--- config.mk ---
export PLATFORM = sky130hd
export DESIGN_NAME = fetch_sequencer
export DESIGN_NICKNAME = d
export VERILOG_FILES = /design/src/rtl/fetch_pkg.sv /design/src/rtl/fetch_skid_buffer.sv /design/src/rtl/fetch_sequencer.sv
export SDC_FILE = /design/constraint.sdc
export NUM_CORES = 1
export LEC_CHECK = 0
export CAP_MARGIN = 30
export CORE_AREA = 2 2 139 107
export DETAILED_ROUTE_END_ITERATION = 8
export DIE_AREA = 0 0 141 109
export DONT_BUFFER_PORTS = 1
export PLACE_DENSITY = 0.86
export SYNTH_ARGS = -nofsm -noshare
export SYNTH_HDL_FRONTEND = slang
export SYNTH_SLANG_ARGS = --single-unit
--- constraint.sdc ---
create_clock -name clk -period 2.45 [get_ports clk]
set_clock_uncertainty 0.15 [all_clocks]
set_input_delay 0.6125 -clock clk [delete_from_list [all_inputs] [get_ports clk]]
set_output_delay 0.6125 -clock clk [all_outputs]
set_load 0.1 [all_outputs]
--- src/rtl/fetch_pkg.sv ---
// Shared types and constants for the instruction fetch sequencer.
package fetch_pkg;

   typedef enum logic {
      FETCH  = 1'b0,
      SQUASH = 1'b1
   } fetch_state_t;

   localparam logic [31:0] DEFAULT_RESET_VECTOR = 32'h0000_1000;
   localparam logic [31:0] DEFAULT_EXC_VECTOR   = 32'h0000_2000;
   localparam logic [31:0] NOP_INSTR            = 32'h0000_0000;

endpackage

--- src/rtl/fetch_skid_buffer.sv ---
// One-entry pc+instruction holding register used when decode stalls on a returning fetch.
module fetch_skid_buffer
   import fetch_pkg::*;
#(
   parameter int unsigned ADDRESS_SIZE = 32
) (
   input  logic                    clk,
   input  logic                    reset,
   input  logic                    load,
   input  logic                    unload,
   input  logic                    clear,
   input  logic [ADDRESS_SIZE-1:0] load_pc,
   input  logic [31:0]             load_instr,
   output logic                    full,
   output logic [ADDRESS_SIZE-1:0] pc,
   output logic [31:0]             instr
);

   always_ff @(posedge clk) begin
      if (reset) begin
         full  <= 1'b0;
         pc    <= '0;
         instr <= NOP_INSTR;
      end else begin
         if (clear) begin
            full <= 1'b0;
         end else if (load) begin
            full  <= 1'b1;
            pc    <= load_pc;
            instr <= load_instr;
         end else if (unload) begin
            full <= 1'b0;
         end
      end
   end

endmodule

--- src/rtl/fetch_sequencer.sv ---
// Owns the architectural PC, drives the imem req/ack handshake and presents fetched
// instructions to decode, squashing outstanding work on branch or exception redirects.
module fetch_sequencer
   import fetch_pkg::*;
#(
   parameter int unsigned            ADDRESS_SIZE     = 32,
   parameter int unsigned            INSTRUCTION_SIZE = 4,
   parameter logic [ADDRESS_SIZE-1:0] RESET_VECTOR    = DEFAULT_RESET_VECTOR,
   parameter logic [ADDRESS_SIZE-1:0] EXC_VECTOR      = DEFAULT_EXC_VECTOR
) (
   input  logic                    clk,
   input  logic                    reset,
   output logic                    imem_req,
   output logic [ADDRESS_SIZE-1:0] imem_addr,
   input  logic                    imem_ack,
   input  logic [31:0]             imem_data,
   input  logic                    redirect_valid,
   input  logic [ADDRESS_SIZE-1:0] redirect_pc,
   input  logic                    exc_valid,
   input  logic                    stall,
   output logic                    if_valid,
   output logic [ADDRESS_SIZE-1:0] if_pc,
   output logic [31:0]             if_instr,
   output logic                    flush
);

   fetch_state_t state_q, state_d;
   logic [ADDRESS_SIZE-1:0] pc_q, pc_d;
   logic [ADDRESS_SIZE-1:0] addr_q;
   logic                    pending_q;
   logic                    if_valid_d;
   logic [ADDRESS_SIZE-1:0] if_pc_d;
   logic [31:0]             if_instr_d;
   logic                    flush_d;

   logic                    skid_load, skid_unload, skid_clear, skid_full;
   logic [ADDRESS_SIZE-1:0] skid_pc;
   logic [31:0]             skid_instr;

   logic                    redirect_any;
   logic [ADDRESS_SIZE-1:0] target;
   logic                    xfer;
   logic                    waiting;

   assign redirect_any = exc_valid || redirect_valid;
   assign target       = exc_valid ? EXC_VECTOR
                                   : (redirect_pc & ~ADDRESS_SIZE'(3));

   // An outstanding request keeps its captured address even after pc has been redirected.
   assign imem_req  = !reset && (pending_q || (state_q == FETCH && !skid_full));
   assign imem_addr = pending_q ? addr_q : pc_q;
   assign xfer      = imem_req && imem_ack;
   assign waiting   = imem_req && !imem_ack;

   fetch_skid_buffer #(
      .ADDRESS_SIZE (ADDRESS_SIZE)
   ) u_skid (
      .clk        (clk),
      .reset      (reset),
      .load       (skid_load),
      .unload     (skid_unload),
      .clear      (skid_clear),
      .load_pc    (pc_q),
      .load_instr (imem_data),
      .full       (skid_full),
      .pc         (skid_pc),
      .instr      (skid_instr)
   );

   always_comb begin
      state_d     = state_q;
      pc_d        = pc_q;
      if_valid_d  = if_valid;
      if_pc_d     = if_pc;
      if_instr_d  = if_instr;
      flush_d     = 1'b0;
      skid_load   = 1'b0;
      skid_unload = 1'b0;
      skid_clear  = 1'b0;

      if (redirect_any) begin
         pc_d       = target;
         if_valid_d = 1'b0;
         skid_clear = 1'b1;
         flush_d    = 1'b1;
         state_d    = waiting ? SQUASH : FETCH;
      end else if (state_q == SQUASH) begin
         if (xfer) begin
            state_d = FETCH;
         end
      end else begin
         if (xfer) begin
            pc_d = pc_q + ADDRESS_SIZE'(INSTRUCTION_SIZE);
            if (!if_valid || !stall) begin
               if_valid_d = 1'b1;
               if_pc_d    = pc_q;
               if_instr_d = imem_data;
            end else begin
               skid_load = 1'b1;
            end
         end else if (if_valid && !stall) begin
            if (skid_full) begin
               if_pc_d     = skid_pc;
               if_instr_d  = skid_instr;
               skid_unload = 1'b1;
            end else begin
               if_valid_d = 1'b0;
            end
         end
      end
   end

   always_ff @(posedge clk) begin
      if (reset) begin
         state_q   <= FETCH;
         pc_q      <= RESET_VECTOR;
         pending_q <= 1'b0;
         addr_q    <= '0;
         if_valid  <= 1'b0;
         if_pc     <= '0;
         if_instr  <= NOP_INSTR;
         flush     <= 1'b0;
      end else begin
         state_q   <= state_d;
         pc_q      <= pc_d;
         pending_q <= waiting;
         if (waiting) begin
            addr_q <= imem_addr;
         end
         if_valid  <= if_valid_d;
         if_pc     <= if_pc_d;
         if_instr  <= if_instr_d;
         flush     <= flush_d;
      end
   end

endmodule

# Word level (Yosys, flattened, before mapping)
# Index checks and enable logic that the tools add are counted.
# totals
input_bits	70
reg_bits	197
wordCells	74
out_inout_bits	99
# op_classes
muxes	33
n_addsub	1
reduce_logical	23
eq_ne	3
n_bitwise	3
# op_table
operator	n
$mux 32	13
$add 32x3->32 const B	1
$mux 1	20
$reduce_bool 2->1	4
$logic_and 1x1->1	5
$logic_not 1->1	5
$reduce_and 5->1	1
$ne 2x1->1 const B	2
$reduce_and 2->1	2
$reduce_and 4->1	1
$reduce_or 2->1	2
$logic_or 1x1->1	3
$not 1->1	3
$ne 2x2->1 const B	1

# Depth between registers and ports, before layout
# Gate-level depths: netlist of run 1.
# logic_depth
word_depth	10
depth_mapped	8
depth_no_buf	6

# Hierarchy
# A second synthesis of run 1 with hierarchy kept.
# unflattened
hier_cells	1001
area_unflattened_um2	10014.6
# by_module_without_submodules
mod	seq_area_each_um2	cells_each	n_inst	area_per_inst_um2
fetch_sequencer	2602.5	705	1	6746.5
fetch_skid_buffer	1301.2	296	1	3268.1

# Worst setup path before layout of run 1
# Ideal clock, no wire load.
# synth_path
path_kind	register to output
startpoint	register pending_q
endpoint	output imem_addr[14]
setup_slack_ns	-1.112
t_required_ns	1.688
path_buffers	2
path_stages_with_launch	4
arrival_time_ns	2.799
cell_sequence	dfxtp_1 buf_2 clkbuf_1 o21ai_0
# synth_between
elab_chain_len	1
# synth_rtl
element	line_no	text
start: declaration	fetch_sequencer.sv:30	logic pending_q;
start signal: assignment	fetch_sequencer.sv:126	pending_q <= waiting;
$mux 32	fetch_sequencer.sv:51	assign imem_addr = pending_q ? addr_q : pc_q;
end: declaration	fetch_sequencer.sv:14	output logic [ADDRESS_SIZE-1:0] imem_addr,
# No other way between the ends.

# Worst setup path in the final report of run 1
# layout_path
startpoint	register u_skid.full
endpoint	output imem_req
# layout_between
elab_chain_len	4
# layout_rtl
element	line_no	text
start: declaration	fetch_skid_buffer.sv:14	output logic full,
start signal: assignment	fetch_skid_buffer.sv:21	full <= 1'b0;
start signal: assignment	fetch_skid_buffer.sv:26	full <= 1'b0;
start signal: assignment	fetch_skid_buffer.sv:28	full <= 1'b1;
$logic_not 1->1	fetch_sequencer.sv:50	assign imem_req = !reset && (pending_q || (state_q == FETCH && !skid_full));
$logic_and 1x1->1	fetch_sequencer.sv:50	
$logic_or 1x1->1	fetch_sequencer.sv:50	
$logic_and 1x1->1	fetch_sequencer.sv:50	
end: declaration	fetch_sequencer.sv:13	output logic imem_req,
# No other way between the ends.

==> reports/summary.json, run 1 <==
{
  "hpwl_microns": 14480,
  "seq_area_sq_um": 3827,
  "cts_buffers": 17,
  "dieWidth_microns": 141,
  "power.density_nw_per_um2": 621.9,
  "unrepaired_setup_endpoints_after_global_routing": "false",
  "grt_pass1_vias": 7013,
  "cts_max_level": 4,
  "dpl_cell_area_sq_um": 9553,
  "wl_microns": 22150,
  "number_of_antenna_violations_at_the_first_check_in_global_routing": 0,
  "report.final.setup_viol": 0,
  "relSlewSlack_pct": 57.47,
  "fin_util_pct": 72.14,
  "core_area_sq_um": 14120,
  "cell_area_after_synthesis_sq_um": 8807,
  "drt_pass1_iterations": 5,
  "ios": 169,
  "gpl.final_weighted_congestion": 0.9361,
  "floorplan.rows": 38,
  "floorplan.initialDensity_pct": 62.37,
  "via_count": 7274,
  "synth-async-reset-ratio_pct": 0,
  "least_margin_pin_slew_ps": 636.5,
  "global_route_wire_length_before_repair_microns": 35400,
  "timing.critical_path.required_ps": 1690,
  "finalCriticalPeriod_ps": 2403,
  "area_delta_synth_final_pct": 15.67,
  "cts_hold_repair.buffers": 0,
  "synth-seq-area-share_pct": 43.42,
  "crit_path_max_fanout": 6,
  "grt.total_usage_pct": 28.85,
  "p_comb_share_pct": 8.5,
  "crit_path_end_kind": "primary output",
  "avgSynthCellArea_sq_um": 8.978,
  "synth_edf_count": 0,
  "antennaDiodeCount": 0,
  "die_area_sq_um": 15370,
  "synth_cells": 981,
  "ctsLongestPathBuffers": 2,
  "hp-class": "in -> reg",
  "clock_tree_from_tritoncts": "done",
  "hold_violations": 0,
  "start_kind": "flip-flop",
  "die_height_microns": 109,
  "ant_nets": 0,
  "grt-ovfl-total": 0,
  "static-leakage-power_nw": 4.432,
  "clkSlewWorstSetupHoldPaths_ps": 70,
  "synth-warning-count": 0,
  "status": "complete, no violations",
  "filler_cell_count": 1027,
  "post-route-cell-area_sq_um": 10190,
  "final_layout_size_suffix_gt1_share_pct": 25.46,
  "maxCapViolCount": 0,
  "power_share_of_the_sequential_group_pct": 50.1,
  "internal_pwr_total_mw": 4.817,
  "ys_dominant_reg_cell": "sky130_fd_sc_hd__dfxtp_1",
  "clock_tree.root_cell": "sky130_fd_sc_hd__clkbuf_16",
  "detailedRoute.firstIterationViolations": 665,
  "ir_worst_vdd_mv": 0.5071,
  "power.share.switching_pct": 23.97,
  "multi_input_comb_area_sq_um": 4707,
  "report.final.slew_viol_count": 0,
  "route.detailed.drc": 0,
  "vias_per_cell": 5.997,
  "clock_power_share_pct": 41.4,
  "cp.arrival_ps": 1640,
  "post-cts-setup-buffers": 0,
  "grt_start_max_net_pins": 176,
  "synth.distinct_cells": 52,
  "post-route-period-util_pct": 98.08,
  "wl_per_cell_microns": 18.26,
  "postSynthRegisterBits": 191,
  "port_buffers": 0,
  "worst-setup-path-type": "reg -> out",
  "cts.sink_count": 191,
  "final_nets": 1093,
  "timing.fmax_ghz": 0.4162,
  "clock_insertion_delay_worst_skew_ps": 420,
  "switching_pwr_mw": 1.519
}
## cells in the final DEF, fill, tap and decap left out, types with 3 or more instances in the layout
master / Yosys / routed
sky130_fd_sc_hd__a311oi_1: 3 / 3
sky130_fd_sc_hd__or2_2: 3 / 3
sky130_fd_sc_hd__a31oi_1: 5 / 5
sky130_fd_sc_hd__nor2_1: 83 / 83
sky130_fd_sc_hd__a21oi_1: 92 / 92
sky130_fd_sc_hd__mux2i_1: 64 / 64
sky130_fd_sc_hd__mux2_2: 119 / 98
sky130_fd_sc_hd__nor4_1: 3 / 3
sky130_fd_sc_hd__o21ai_0: 25 / 22
sky130_fd_sc_hd__o31ai_1: 3 / 3
sky130_fd_sc_hd__clkbuf_1: 41 / 4
sky130_fd_sc_hd__a211oi_1: 3 / 3
sky130_fd_sc_hd__nor2b_1: 32 / 30
sky130_fd_sc_hd__and2_1: 7 / 7
sky130_fd_sc_hd__and4_1: 4 / 4
sky130_fd_sc_hd__nand4_1: 12 / 12
sky130_fd_sc_hd__nand2_1: 160 / 160
sky130_fd_sc_hd__buf_12: 0 / 7
sky130_fd_sc_hd__buf_4: 9 / 91
sky130_fd_sc_hd__inv_1: 6 / 6
sky130_fd_sc_hd__a21o_1: 7 / 7
sky130_fd_sc_hd__dfxtp_1: 191 / 190
sky130_fd_sc_hd__nand2b_1: 4 / 4
sky130_fd_sc_hd__nand3_1: 18 / 17
sky130_fd_sc_hd__o21ai_2: 0 / 3
sky130_fd_sc_hd__and3_1: 7 / 6
sky130_fd_sc_hd__mux2_4: 0 / 21
sky130_fd_sc_hd__nor3_1: 15 / 15
sky130_fd_sc_hd__a22o_1: 3 / 3
sky130_fd_sc_hd__a32o_1: 4 / 4
sky130_fd_sc_hd__clkbuf_16: 0 / 17
sky130_fd_sc_hd__xor2_1: 5 / 5
sky130_fd_sc_hd__clkbuf_8: 0 / 4
## worst paths after layout
path	slack (ps)	end	start	depth (start not counted)
setup reg to reg	120	pc_q[24]$_SDFFE_PP0P_	pc_q[3]$_SDFFE_PP0P_	7
hold / removal	120	flush$_SDFF_PP0_	reset	1
setup / recovery	50	imem_req	u_skid.full$_SDFFE_PP0P_	3
hold reg to reg	300	u_skid.pc[16]$_SDFFE_PP0P_	u_skid.pc[16]$_SDFFE_PP0P_	2
## power groups by stage
stage	Clock, mW	Sequential [mW]	Combinational, mW
floorplan	0	3.25	0.455
finish	2.62	3.17	0.541
CTS	2.67	3.17	0.537
global route	2.80	3.17	0.565
global placement	0	3.24	0.512
detailed placement	0	3.24	0.521
## synth_stat cells (2+ instances only)
cell type | n | area, sq um
sky130_fd_sc_hd__a21oi_1 | 92 | 460.4
sky130_fd_sc_hd__clkbuf_2 | 3 | 15.01
sky130_fd_sc_hd__nand3_1 | 18 | 90.09
sky130_fd_sc_hd__nor3_1 | 15 | 75.07
sky130_fd_sc_hd__dfxtp_1 | 191 | 3824
sky130_fd_sc_hd__or3_1 | 2 | 12.51
sky130_fd_sc_hd__mux2_2 | 119 | 1340
sky130_fd_sc_hd__a32o_1 | 4 | 40.04
sky130_fd_sc_hd__and3_1 | 7 | 43.79
sky130_fd_sc_hd__o21ai_0 | 25 | 125.1
sky130_fd_sc_hd__nor2b_1 | 32 | 200.2
sky130_fd_sc_hd__a41oi_1 | 2 | 17.52
sky130_fd_sc_hd__nand4_1 | 12 | 75.07
sky130_fd_sc_hd__and2_1 | 7 | 43.79
sky130_fd_sc_hd__buf_1 | 5 | 18.77
sky130_fd_sc_hd__a31oi_1 | 5 | 31.28
sky130_fd_sc_hd__a22o_1 | 3 | 26.28
sky130_fd_sc_hd__and4_1 | 4 | 35.03
sky130_fd_sc_hd__nand2_1 | 160 | 600.6
sky130_fd_sc_hd__xor2_1 | 5 | 43.79
sky130_fd_sc_hd__a311oi_1 | 3 | 26.28
sky130_fd_sc_hd__o31ai_1 | 3 | 22.52
sky130_fd_sc_hd__or2_2 | 3 | 18.77
sky130_fd_sc_hd__buf_2 | 21 | 105.1
sky130_fd_sc_hd__nand3b_1 | 2 | 15.01
sky130_fd_sc_hd__clkbuf_1 | 41 | 153.9
sky130_fd_sc_hd__nand2b_1 | 4 | 25.02
sky130_fd_sc_hd__nor2_1 | 83 | 311.6
sky130_fd_sc_hd__a211oi_1 | 3 | 22.52
sky130_fd_sc_hd__buf_4 | 9 | 67.56
sky130_fd_sc_hd__inv_1 | 6 | 22.52
sky130_fd_sc_hd__a21o_1 | 7 | 52.55
sky130_fd_sc_hd__mux2i_1 | 64 | 640.6
sky130_fd_sc_hd__nor4_1 | 3 | 18.77
## sequential cells by signal, indices dropped and copies added (netlist names)
signal,flops
pending_q,1
pc_q,30
if_instr,32
flush,1
u_skid.instr,32
if_valid,1
u_skid.pc,30
if_pc,30
state_q,1
addr_q,32
u_skid.full,1
## worst max-delay path, cell delays in order (launching register included)
cell                       delay [ps]
sky130_fd_sc_hd__dfxtp_1          350
sky130_fd_sc_hd__o21bai_1         300
sky130_fd_sc_hd__nor2b_2          340
sky130_fd_sc_hd__buf_12           220
## stage by stage
step | total power, mW | hold WS, ps | setup TNS, ps | cells | setup slack [ps]
finish | 6.335 | 121.9 | 0 | 1213 | 47.15
global route | 6.541 | 99.67 | 0 | 1213 | 5.125
CTS | 6.380 | 96.54 | -49.76 | 1213 | -10.71
detailed placement | 3.761 | 289.7 | 0 | 1183 | 215.5
global placement | 3.751 | 282.6 | 0 | 1181 | 238.9
floorplan | 3.707 | 270.9 | -1491 | 982 | -348.8
## what timing repair did
| item | CTS | global route |
|---|---|---|
| pin swaps | 0 | 0 |
| resized for setup | 22 | 1 |
| cloned | 0 | 0 |
| endpoints found under the setup margin | 31 | 21 |
## routing by layer
layer,global-route usage [%],vias to the layer above,share of wire [%]
met5,0,-,0
met4,9.143,0,1.7
met3,9.179,41,9.6
met2,46.93,298,48
met1,36.92,3476,41
li1,-,3459,-
## final cells by class
| class | count | share of cell area [%] |
|---|---|---|
| Clock buffer | 25 | 4.864 |
| Clock inverter | 5 | 0.5527 |
| Inverter | 6 | 0.2211 |
| Multi-Input combinational cell | 706 | 46.20 |
| Sequential cell | 191 | 37.57 |
| Tap cell | 180 | 2.211 |
| Timing Repair Buffer | 100 | 8.376 |
## logic make-up (layout without fill, tap and decap cells)
kind of cell / Yosys count / count (layout) / share of synthesized area (%)
flops: 191 / 191 / 43.42
buf+inv: 85 / 136 / 4.347
mux: 183 / 183 / 22.49
xor+xnor: 6 / 6 / 0.5967
compound gates: 153 / 153 / 9.916
other cells: 1 / 2 / 0.04258
fa+ha+maj: 1 / 1 / 0.1420
simple gates: 361 / 361 / 19.05
(Power assumes the default switching activity.)
==> inputs of run 2 (changes only) <==
- SLEW_MARGIN: unset -> 5
==> results of run 2 <==
The final DEF is identical to that of run 1; final timing and power are the same.
==> inputs of run 3 (changes only) <==
- CORE_AREA: 2 2 139 107 -> 2 2 187 143
- DIE_AREA: 0 0 141 109 -> 0 0 189 145
- PLACE_DENSITY: 0.86 -> 0.55
==> reports/summary.json, run 3 (same netlist as run 1, synthesis figures left out) <==
{
  "post-route-period-util_pct": 100.7,
  "cts_max_level": 4,
  "hp-class": "in -> reg",
  "hold_path_depth": 1,
  "relSlewSlack_pct": 60.48,
  "least_margin_pin_slew_ps": 592.2,
  "reg2reg_from": "pc_q[2]$_SDFFE_PP0P_",
  "biggestRegsByFlops": "addr_q x32, if_instr x32, u_skid.instr x32",
  "dieWidth_microns": 189,
  "clock_tree_from_tritoncts": "done",
  "via_count": 7052,
  "power.density_nw_per_um2": 623.3,
  "multi_input_comb_area_sq_um": 4669,
  "layout_commonest_cell": "sky130_fd_sc_hd__dfxtp_1",
  "clock_tree.root_cell": "sky130_fd_sc_hd__clkbuf_16",
  "drt_pass1_iterations": 5,
  "antennaDiodeCount": 0,
  "wl_microns": 24070,
  "floorplan.rows": 51,
  "critical_path.reg2reg.endpoint": "pc_q[31]$_SDFFE_PP0P_",
  "cts_hold_repair.buffers": 0,
  "r2r.worst_path.cells": 5,
  "min_to": "u_skid.pc[23]$_SDFFE_PP0P_",
  "report.final.slew_viol_count": 0,
  "final_nets": 1101,
  "maxCapViolCount": 0,
  "grt-ovfl-total": 0,
  "mostFrequentLayoutCells": "190 x sky130_fd_sc_hd__dfxtp_1, 160 x sky130_fd_sc_hd__nand2_1, 108 x sky130_fd_sc_hd__mux2_2, 99 x sky130_fd_sc_hd__buf_4, 92 x sky130_fd_sc_hd__a21oi_1",
  "placed_cells": 1355,
  "timing.fmax_ghz": 0.4055,
  "die_height_microns": 145,
  "wl_per_cell_microns": 17.35,
  "area_delta_synth_final_pct": 18.67,
  "cp.arrival_ps": 1700,
  "seq_area_sq_um": 3825,
  "vias_per_cell": 5.084,
  "number_of_antenna_violations_at_the_first_check_in_global_routing": 0,
  "grt_pass1_vias": 6700,
  "finalCriticalPeriod_ps": 2466,
  "setup.reg_to_reg.worst_slack_ps": 240,
  "start_kind": "flip-flop",
  "floorplan.initialDensity_pct": 34.42,
  "core_area_sq_um": 25590,
  "grt.total_usage_pct": 17.39,
  "hold_violations": 0,
  "ant_nets": 0,
  "crit_path_max_fanout": 22,
  "ir_worst_vdd_mv": 0.4801,
  "grt_start_max_net_pins": 176,
  "final_cell_count_no_fill": 1387,
  "fin_util_pct": 40.84,
  "dpl_cell_area_sq_um": 9824,
  "violations": "setup timing",
  "route.detailed.drc": 0,
  "post-route-cell-area_sq_um": 10450,
  "final_layout_size_suffix_gt1_share_pct": 26.46,
  "gpl.final_weighted_congestion": 0.8100,
  "hp-start": "reset",
  "report.final.setup_viol": 11,
  "cts_buffers": 17,
  "timing.critical_path.required_ps": 1690,
  "die_area_sq_um": 27410,
  "clkSlewWorstSetupHoldPaths_ps": 70,
  "detailedRoute.firstIterationViolations": 441,
  "hpwl_microns": 15950,
  "global_route_wire_length_before_repair_microns": 37770,
  "post-cts-setup-buffers": 0,
  "finalWorstSetupSlack_ps": -16.17,
  "unrepaired_setup_endpoints_after_global_routing": "true",
  "ctsLongestPathBuffers": 2,
  "ios": 169,
  "crit_path_end_kind": "primary output",
  "status": "finished with violations",
  "port_buffers": 0,
  "worst-setup-path-type": "reg -> out",
  "cts.sink_count": 191,
  "clock_insertion_delay_worst_skew_ps": 440,
  "filler_cell_count": 2495,
  "static-leakage-power_nw": 4.467
}
==> run 3: changes by cell type in the layout (fill, tap and decap cells not counted), moves of 2 or more <==
cell and change:
sky130_fd_sc_hd__mux2_4 -10, sky130_fd_sc_hd__buf_4 +8, sky130_fd_sc_hd__clkbuf_8 -3, sky130_fd_sc_hd__clkbuf_1 -3, sky130_fd_sc_hd__buf_8 -2, sky130_fd_sc_hd__clkinv_2 +2
sky130_fd_sc_hd__clkinv_4 +3, sky130_fd_sc_hd__mux2_2 +10
==> run 3: area by class of cell <==
type                            instances  share of cell area [%]
Inverter                                6                  0.2155
Clock buffer                           19                   4.238
Sequential cell                       191                   36.60
Timing Repair Buffer                  108                   8.823
Clock inverter                         13                   1.329
Multi-Input combinational cell        706                   44.68
Tap cell                              344                   4.118
==> run 3: critical path: stages (launching register included) <==
cell	delay, ps
sky130_fd_sc_hd__dfxtp_2	390
sky130_fd_sc_hd__buf_6	260
sky130_fd_sc_hd__mux2_2	600
==> run 3: worst max-delay path by stage <==
stage | to | startpoint | cells past startpoint | slack [ps]
floorplan | imem_addr[14] | pending_q$_SDFF_PP0_ | 3 | -350
global placement | u_skid.pc[23]$_SDFFE_PP0P_ | reset | 6 | 270
detailed placement | u_skid.pc[24]$_SDFFE_PP0P_ | reset | 6 | 240
CTS | imem_addr[3] | pending_q$_SDFF_PP0_ | 2 | -50
global route | imem_addr[5] | pending_q$_SDFF_PP0_ | 2 | -90
finish | imem_addr[7] | pending_q$_SDFF_PP0_ | 2 | -20
==> run 3: timing repair <==
action | 4_1_cts | 5_1_grt
cloned | 0 | 0
setup endpoints to repair | 19 | 27
resized for setup | 1 | 11
==> run 3: report_power, final <==
group          leakage, nW  switching, mW  internal, mW
Clock                0.283           1.27          1.54
Combinational         2.64          0.359         0.186
Sequential            1.54         0.0355          3.13
Total                 4.47           1.66          4.85
==> run 3: per-layer routing <==
metal,track usage (%),vias up,part of all wire [%]
met1,23.30,3345,46
met2,26.67,198,45
met5,0,-,0
li1,-,3481,-
met3,5.830,28,7.7
met4,4.609,0,1.8
==> run 3: per-stage QoR <==
stage | hold WS (ps) | worst slack [ps] | total power [mW] | TNS [ps]
after detailed placement | 290.5 | 235.9 | 3.779 | 0
after CTS | 84.99 | -47.52 | 6.624 | -685.7
after floorplan | 270.9 | -348.8 | 3.707 | -1491
final | 105.8 | -16.17 | 6.514 | -125.1
after global placement | 282.4 | 274.5 | 3.775 | 0
after global routing | 94.19 | -85.79 | 6.761 | -1206
